<file path="src/rtl/fetch_decode_queue.sv">
// Fetch-to-decode instruction queue holding {instr, PC+2} pairs, flushed on redirect.
// Optional same-cycle empty-queue bypass enabled by defining FDQ_BYPASS_EN.
module fetch_decode_queue #(
  parameter int          DEPTH     = 4,
  parameter logic [15:0] NOP_INSTR = 16'h0800
) (
  input  logic                     clk,
  input  logic                     rst,
  input  logic                     in_valid,
  input  logic [15:0]              in_instr,
  input  logic [15:0]              in_pc2,
  output logic                     in_ready,
  input  logic                     flush,
  output logic                     out_valid,
  output logic [15:0]              out_instr,
  output logic [15:0]              out_pc2,
  input  logic                     out_ready,
  output logic [$clog2(DEPTH):0]   count,
  output logic                     err
);

  localparam int AW = $clog2(DEPTH);
  localparam int CW = AW + 1;
  localparam logic [CW-1:0] FULL = CW'(DEPTH);

  typedef struct packed {
    logic [15:0] instr;
    logic [15:0] pc2;
  } entry_t;

  entry_t        mem_q [DEPTH];
  logic [AW-1:0] wr_ptr_q, wr_ptr_d;
  logic [AW-1:0] rd_ptr_q, rd_ptr_d;
  logic [CW-1:0] count_q,  count_d;
  logic          err_q,    err_d;

  logic   bypass;
  logic   push, pop;
  logic   bypass_take;
  logic   store, deq;
  entry_t head;

  assign head     = mem_q[rd_ptr_q];
  assign in_ready = (count_q != FULL);
  assign count    = count_q;
  assign err      = err_q;

  always_comb begin
    // NOTE: every signal driven here gets a default first so no latch can be inferred.
    bypass    = 1'b0;
    out_valid = 1'b0;
    out_instr = NOP_INSTR;
    out_pc2   = 16'h0000;
`ifdef FDQ_BYPASS_EN
    bypass = (count_q == '0) && in_valid && !flush;
`endif
    if (bypass) begin
      out_valid = 1'b1;
      out_instr = in_instr;
      out_pc2   = in_pc2;
    end else if (count_q != '0) begin
      out_valid = 1'b1;
      out_instr = head.instr;
      out_pc2   = head.pc2;
    end
  end

  always_comb begin
    push        = in_valid && in_ready && !flush;
    pop         = out_valid && out_ready && !flush;
    // A bypassed instruction consumed the same cycle never touches storage.
    bypass_take = bypass && out_ready;
    store       = push && !bypass_take;
    deq         = pop && !bypass_take;

    wr_ptr_d = wr_ptr_q + AW'(store);
    rd_ptr_d = rd_ptr_q + AW'(deq);
    count_d  = count_q + CW'(store) - CW'(deq);
    if (flush) begin
      wr_ptr_d = '0;
      rd_ptr_d = '0;
      count_d  = '0;
    end
    err_d = err_q || (in_valid && !in_ready && !flush);
  end

  always_ff @(posedge clk) begin
    if (!rst) begin
      wr_ptr_q <= '0;
      rd_ptr_q <= '0;
      count_q  <= '0;
      err_q    <= 1'b0;
    end else begin
      // NOTE: state registers use non-blocking assignments so all updates see pre-edge values.
      wr_ptr_q <= wr_ptr_d;
      rd_ptr_q <= rd_ptr_d;
      count_q  <= count_d;
      err_q    <= err_d;
    end
  end

  // NOTE: the storage array is deliberately not reset; count and pointers alone define validity.
  always_ff @(posedge clk) begin
    if (store) begin
      mem_q[wr_ptr_q] <= '{instr: in_instr, pc2: in_pc2};
    end
  end

endmodule

</file>
<file path="config.mk">
export PLATFORM = sky130hd
export DESIGN_NAME = fetch_decode_queue
export DESIGN_NICKNAME = d
export VERILOG_FILES = /design/src/rtl/fetch_decode_queue.sv
export SDC_FILE = /design/constraint.sdc
export NUM_CORES = 1
export LEC_CHECK = 0
export ABC_AREA = 0
export CORE_MARGIN = 8
export CORE_UTILIZATION = 31
export DETAILED_ROUTE_END_ITERATION = 10
export PLACE_DENSITY_LB_ADDON = 0.1
export SLEW_MARGIN = 25
export SYNTH_ARGS = -nofsm -noshare
export SYNTH_HDL_FRONTEND = slang
export SYNTH_SLANG_ARGS = --single-unit
</file>
<file path="constraint.sdc">
create_clock -name clk -period 6 [get_ports clk]
set_clock_uncertainty 0.15 [all_clocks]
set_input_delay 1.2 -clock clk [delete_from_list [all_inputs] [get_ports clk]]
set_output_delay 1.2 -clock clk [all_outputs]
set_load 0.05 [all_outputs]
</file>
==> results by group <==
CTS
  – Total number of H-tree levels: 4
  – # Post-CTS Setup Buffers: 0
  – CTS Hold Bufs: 0
  – Clock sinks: between 100 and 150
  – TritonCTS clock tree: done
  – Clock tree buffer depth: 2
  – Num CTS Buffers: 17
  – Clock root buffer: clkbuf_16
  – CTS clk-pin slew, worst paths: 60 ps
  – Post-cts sizing count: 0
  – Latest clock arrival within the worst-skew pair: ~400 ps

Timing
  – RSZ-0062 raised after global routing: no
  – Tcrit/Tclk final: 74.40%
  – Fmax: 0.2240 GHz
  – Min Tclk post-route: 4464 ps
  – Final Max Tran Viols: 0
  – Final hold violations: 0
  – Worst-Margin Slew: between 900 and 1000 ps
  – Setup TNS: 0 ps
  – Hold WS: 324.9 ps
  – Final setup fails: 0
  – Rel. slew slack: 35.82%

Cells and area
  – Area delta synth->final: 31.12%
  – Final core utilization: just over 40%
  – Reg area: 4006 um^2
  – Final-layout fill cell count: 1474
  – N_diodes: 0
  – Final nets: 374
  – Multi-input gate area: between 1000 and 1500 um^2
  – Layout cells sized above 1: a little over a fifth
  – Fin area: 6884 um^2

Synthesis
  – Syn avg cell area: about 21 um^2
  – Cell count after synthesis: roughly 250
  – Netlist Area Pre-Place: approximately 5300 um^2
  – Synthesized Nets: 287
  – Top area cells in the synthesized netlist: edfxtp_1 (73%), mux4_2 (14%), nor2b_1 (4.1%)
  – Post-synthesis register bit count: 136
  – Share of the synthesized area in the top cell type: 73.21%
  – Synth cell types: 28
  – Yosys warns: 0
  – Post-synth ARST share: 0%
  – Area leader, netlist: edfxtp_1
  – Primary FF master, synth: edfxtp_1
  – Sequential fraction of the synthesis area: 76.26%
  – EDFF count, synth: 128
  – Most numerous cell in the Yosys netlist: edfxtp_1
  – Post-synth top cells: edfxtp_1 (128), nor2b_1 (34), mux4_2 (32)

Floorplan
  – Starting Density: 31.66%
  – Die width: roughly 150 um
  – Core area: 16580 um^2
  – Die Area: approximately 21000 um^2
  – Ports: 75
  – Die Y: 146.1 um
  – Rows: 47

Critical path
  – Worst Path Max Fanout: 21
  – CP arrival: 3110 ps
  – Kind of critical path: register to primary output
  – Element type at the critical path start: register
  – CP max stage delay: 850 ps
  – Crit path buf inv count: 2
  – CP max-delay cell: dfxtp_2
  – CP top delay family: buffers and inverters
  – Worst path required time: 4650 ps
  – CP Capture Type: primary output
  – Worst path cell trace: buf_4, mux4_2, nor2b_1, clkdlybuf4s50_1

Pwr
  – Power density cells: 335.9 nW/um^2
  – Peak supply drop: 197.3 uV
  – Int Power: 1851 uW
  – Combinational Power Share: 6.4%
  – Switching part of the total: approximately 20%
  – Clock share of power: 47.7%
  – Seq pwr share: a little under half
  – Net switching power: 461.5 uW
  – Static leakage: 0.002162 uW

Global route
  – Total GRT Usage: 10.30%
  – First-pass GRT wire length: 16320 um
  – Pin count of the biggest net entering global routing: 35
  – Vias in the first global route: around 2.7k
  – Residual overflow from global routing: 0
  – Antenna violations before repair: 0

Min path
  – Worst hold path class: register to register

Place
  – PortBufs: 74
  – DP Area: 6252 um^2
  – HPWL after detailed placement: 6289 um
  – GP Congestion: 0.6642

Routing
  – DRT antenna net count: 0
  – Initial detailed-routing violation count: 151
  – Vias post-DR: 2548
  – WL final: 10540 um
  – Via density: 4.494
  – Iteration count of the initial detailed-routing pass: 4
  – WL/cell: between 15 and 20 um
  – # DRC: 0

Run
  – Max-Cap Viols: 0

Status
  – Outcome: finished, final reports clean
-- path summary, 6_finish.rpt --
path	start	to	slack, ps	cells past startpoint
setup / recovery	rd_ptr_q[0]$_SDFF_PP0_	out_pc2[3]	1540	4
hold / removal	err$_SDFF_PN0_	err$_SDFF_PN0_	320	1
setup reg to reg	count[2]$_SDFF_PP0_	count[2]$_SDFF_PP0_	3660	8
hold reg to reg	err$_SDFF_PN0_	err$_SDFF_PN0_	320	1
-- cell usage in the layout (no fill, tap or decap), types with 2 or more instances in the layout --
cell type / count
edfxtp_1: 128
clkdlybuf4s50_1: 74
nor2b_1: 34
mux4_2: 32
clkbuf_16: 17
dfxtp_1: 6
bufinv_16: 5
buf_4: 5
nor2_1: 4
xnor2_1: 4
inv_1: 3
and2_1: 3
clkinv_1: 3
clkinv_2: 3
nand2_1: 2
nor3b_2: 2
ha_1: 2
inv_6: 2
dfxtp_2: 2
-- final cells by class --
class	count	share of cell area [%]
sequential	136	58.20
multi-input combinational	97	17.16
timing repair buffer	79	11.30
clock buffer	18	6.234
tap	220	3.999
clock inverter	14	2.944
inverter	3	0.1636
-- state kept, by name, summed over array words and instances (netlist names) --
register,flops
rd_ptr_q,2
count,3
err,1
mem_q,128
wr_ptr_q,2
-- metrics by stage --
| step | total power (uW) | setup WS [ps] | std cells |
|---|---|---|---|
| after floorplan | 1161 | 1460 | 247 |
| after global placement | 1231 | 1901 | 535 |
| after detailed placement | 1232 | 1885 | 535 |
| after CTS | 2343 | 1430 | 567 |
| after global routing | 2385 | 1316 | 567 |
| final | 2313 | 1536 | 567 |
-- power by group through the flow --
stage / logic [uW] / registers [uW] / clock network (uW)
after global routing: 160 / 1060 / 1160
after CTS: 153 / 1060 / 1130
final: 149 / 1060 / 1100
after global placement: 151 / 1080 / 0
after floorplan: 80.7 / 1080 / 0
after detailed placement: 152 / 1080 / 0
-- metal layers --
layer / routed length (um) / GRT usage (%)
met4: 174 / 4.482
met3: 464 / 3.708
met5: 0 / 0
met2: 5429 / 17.36
met1: 4468 / 11.56
-- cell families (layout without fill, tap and decap cells) --
group	after synthesis	after routing	synth area share, %
flops	136	136	76.26
mux	32	32	13.73
xor+xnor	5	5	0.8341
buf+inv	14	114	1.668
simple gates	53	53	6.173
compound gates	4	4	0.4766
fa+ha+maj	3	3	0.8579
No activity file was read; power rests on OpenSTA's default activity.
==> patch 1 (config.mk and constraints unchanged) <==
Register the output `count` once more, with the module's reset; this adds one clock of latency there. The other outputs are not delayed to match.
--- a/src/rtl/fetch_decode_queue.sv
+++ b/src/rtl/fetch_decode_queue.sv
@@ -42,7 +42,13 @@
 
   assign head     = mem_q[rd_ptr_q];
   assign in_ready = (count_q != FULL);
-  assign count    = count_q;
+  always_ff @(posedge clk) begin
+    if (!rst) begin
+      count <= '0;
+    end else begin
+      count <= count_q;
+    end
+  end
   assign err      = err_q;
 
   always_comb begin
Behaviour: not the same (Yosys sat finds a counterexample within 4 cycles, from zero or initial values and one cycle with rst low).
==> patch 1 against the original RTL <==
Wire length increased by 2.0%. Die area increased by 1.4%. Worst setup slack improved by 280 ps. Count of clock-buffer cells in the layout increased by 1. Cell count increased by 2.3%. Critical path depth unchanged. Synthesized area increased by 1.5%. Synthesized cell count increased by 2.4%. Cell area about the same. Sequential cell count increased by 3. Total power decreased by 7.4%. Largest cell class unchanged.
==> patch 1: results (changes against the original RTL) <==
placed inst area=0.00636 sq mm (+1.8%); sequential share of the synthesized area=0.762 (about the same); most instantiated cells after synthesis=edfxtp_1 (128), nor2b_1 (34), mux4_2 (32); Max IR drop VDD=0.208 mV (+5.4%); drt first pass iters=5 (+1); vias per inst=4.48 (-0.32%); synth top area cells=edfxtp_1 (72%), mux4_2 (14%), dfxtp_1 (4.1%); Worst R2R End=count_q[2]; GR Layer Usage met1=0.125 (+0.00919); initial antenna violation count=1 (+1); vias in the first global route=2,883 (+6.5%); Max FO, Critical Path=28 (+33%); Nets=383 (+2.4%); CP Capture Point=out_instr[10]; register area=0.00407 sq mm (+1.6%); Worst-Margin Slew=974 ps (+11.1 ps); Compound-Gate Fraction of Synth Area=0.00469 (-0.0000727); Metal-1 WL=4690 um (+4.9%); XOR/XNOR Fraction of Synth Area=0.00821 (-0.000127); via count=2,598 (+2.0%); syn nets=293 (+2.1%); adder-cell share of the synthesized area=0.00845 (-0.000131); outcome=completed; buffer share of cell area=0.116 (+0.00333); Non-clk bufs=82 (+3.8%); CP max stage cell=dfxtp_4; Worst path max stage delay=730 ps (-120 ps); clk tree area frac=0.0749 (-0.0169); register bit count reported by yosys=139 (+2.2%); Inst Count DP=549 (+2.6%); mux cell area share after synthesis=0.135 (-0.00209); multi-input combinational cell area=0.00120 sq mm (+1.8%); Static Leak=2.15 nW (-0.51%); # fillers=1,549 (+5.1%); met2 Resource Use GR=0.168 (-0.00526); DP Worst Slack=2150 ps (+266 ps); r2r setup slk=3640 ps (-20 ps); worst path arrival time=2840 ps (-270 ps); Syn Area/Cell=21.1 sq um (-0.86%); DPL Wire Length=6530 um (+3.8%); worst reg2reg path startpoint=count_q[2]; global-route wire length before repair=16,900 um (+3.4%); layout cells sized above 1=0.203 (-0.00756); Multi-input comb cells=100 (+3.1%)
patch 1: changes by cell type in the layout (fill, tap and decap cells not counted), sizes merged, moves of 2 or more:
cell and delta:
and2 +3, bufinv -4, dfxtp +3, inv -2, clkinvlp +2, buf +3
clkinv +2
patch 1: power breakdown:
group / switching [mW] / leakage (nW) / total, mW / internal, mW
sequential: 0.00677 / 1.25 / 1.08 / 1.07
combinational: 0.0842 / 0.651 / 0.148 / 0.0642
clock: 0.357 / 0.247 / 0.911 / 0.554
total: 0.448 / 2.15 / 2.14 / 1.69
patch 1: how the worst min path moves through the flow:
stage / slack (ps) / cells past startpoint / endpoint / start
6_report: 330 / 1 / err / err
5_1_grt: 360 / 1 / err / err
4_1_cts: 330 / 1 / err / err
3_5_place_dp: 310 / 1 / err / err
3_3_place_gp: 310 / 1 / err / err
2_1_floorplan: 360 / 1 / count[0] / count_q[0]
==> patch 2 (same flow settings) <==
Without the edit above. Set the parameter `DEPTH` to 2 (it was 4).
--- a/src/rtl/fetch_decode_queue.sv
+++ b/src/rtl/fetch_decode_queue.sv
@@ -1,7 +1,7 @@
 // Fetch-to-decode instruction queue holding {instr, PC+2} pairs, flushed on redirect.
 // Optional same-cycle empty-queue bypass enabled by defining FDQ_BYPASS_EN.
 module fetch_decode_queue #(
-  parameter int          DEPTH     = 4,
+  parameter int          DEPTH     = 2,
   parameter logic [15:0] NOP_INSTR = 16'h0800
 ) (
   input  logic                     clk,
Interface: changed (resized count); port bits go from 75 to 74. No check against the original RTL was run, so the function may have changed too.
==> patch 2 against the original RTL <==
Wire length down 49%. Cell area down 45%. Total power down 54%. Worst setup slack better by 920 ps. Critical path type unchanged. Critical path depth down 1. Worst hold slack better by 12 ps. Cell count down 37%. First-iteration DRC count down 62%. Critical endpoint is now out_pc2[6]. Sequential cell count down 67. Utilization up 2.6 points. Count of clock-buffer cells in the layout down 8. Synthesized area down 49%. Combinational power down 43%. Largest cell class unchanged.
==> patch 2: results (changes against the original RTL) <==
outcome=completed; number of diodes=0 (unchanged); global-route wire length before repair=8220 um (-50%); Worst-Margin Slew=824 ps (-139 ps); FFs w/ async S/R, synth=0 (unchanged); vias in the first global route=1,660 (-39%); drt first pass iters=4 (unchanged); syn nets=208 (-28%); worst reg2reg path startpoint=count[0]; worst path arrival time=2190 ps (-920 ps); sequential share of the synthesized area=0.751 (-0.0117); Port Buf Inserts=73 (-1.4%); largest net degree at the start of global routing=34 (-2.9%); DPL Wire Length=3530 um (-44%); initial antenna violation count=0 (unchanged); hold_sp=err; via count=1,563 (-39%); CTS Root Buffer Type=clkbuf_8; clk buf depth=2 (unchanged); total CTS buffers=9 (-8); Sw Share=0.204 (+0.00456); post-cts sizing count=0 (unchanged); synth top area cells=edfxtp_1 (71%), mux2i_1 (12%), nor2_1 (4.6%); placed inst area=0.00353 sq mm (-44%); routability cong.=0.640 (-3.6%); clock-pin slew on the worst setup and hold paths=approximately 70 ps; DR iter-0 viols=57 (-62%); most instantiated cells after synthesis=edfxtp_1 (64), mux2i_1 (33), nor2_1 (33); overall routing resource usage=0.0937 (-0.00933); Worst R2R End=mem_q[0][9]; htree depth=3 (-1); most flop-heavy register=mem_q; cells on worst reg2reg path=3 (-5); Warnings, synthesis=0 (unchanged); r2r setup slk=3900 ps (+240 ps); Nets=286 (-24%); Avg WL per Cell=14.8 um (-20%); max reg flops=64 (-50%); synth unique cells=22 (-21%); # fillers=779 (-47%); post-CTS setup buffers=0 (unchanged); layout cells sized above 1=0.0952 (-0.115); Max IR drop VDD=0.154 mV (-22%); CP Capture Point=out_pc2[6]; Tightest Hold Check Type=flip-flop to flip-flop; # hold bufs at CTS=0 (unchanged); Worst Setup SP=rd_ptr_q; Clock Latency Late Sink=330 ps (-70 ps); Static Leak=1.20 nW (-44%); Max FO, Critical Path=33 (+57%); number of synthesized flops with an enable pin=64 (-50%)
-- patch 2: kinds of logic after synthesis --
family                   Yosys count  synth area share
flip-flops                        69             0.751
AND/OR/NAND/NOR                   49            0.0818
multiplexers                      33             0.123
buffers and inverters             11            0.0214
AO/OA/AOI/OAI                      4            0.0107
adder cells (fa/ha/maj)            2           0.00929
XOR/XNOR                           1           0.00325
-- patch 2: how the worst min path moves through the flow --
stage / cells past startpoint / endpoint
after global placement: 1 / err
after floorplan: 3 / wr_ptr_q
after global routing: 1 / err
after detailed placement: 1 / err
after CTS: 1 / err
final: 1 / err
-- patch 2: routing by layer --
metal	global-route usage	share of wire
met5	0	0
met2	0.158	0.51
met3	0.0402	0.067
met4	0.0434	0.013
met1	0.0995	0.41
-- patch 2: metrics by stage --
| step | util | hold slack, ps | setup slack [ps] | cells |
|---|---|---|---|---|
| after floorplan | - | 376 | 2940 | 169 |
| after global placement | 0.413 | 311 | 2410 | 344 |
| after detailed placement | 0.413 | 315 | 2410 | 344 |
| after CTS | 0.441 | 342 | 2020 | 360 |
| after global routing | 0.441 | 359 | 2300 | 360 |
| final | 0.441 | 337 | 2460 | 360 |
-- patch 2: area by class of cell --
cell class                      instances  area, sq um  share of cell area
Sequential cell                        69         2030               0.537
Timing Repair Buffer                   74          738               0.196
Multi-Input combinational cell         89          617               0.164
Tap cell                              108          135              0.0358
Clock buffer                           10          128              0.0339
Clock inverter                          6          111              0.0295
Inverter                                4         15.0             0.00398
-- patch 2: critical path, stage by stage (launching register included) --
cell,delay [ps]
dfxtp_4,740
mux2i_1,160
nor2_1,130
clkdlybuf4s50_1,820
-- patch 2: power by group through the flow --
stage          logic [mW]  clock network (mW)  registers [mW]
2_1_floorplan      0.0409                   0           0.554
3_3_place_gp       0.0866                   0           0.555
3_5_place_dp       0.0867                   0           0.555
4_1_cts            0.0870               0.459           0.544
5_1_grt            0.0909               0.479           0.545
6_report           0.0850               0.445           0.544
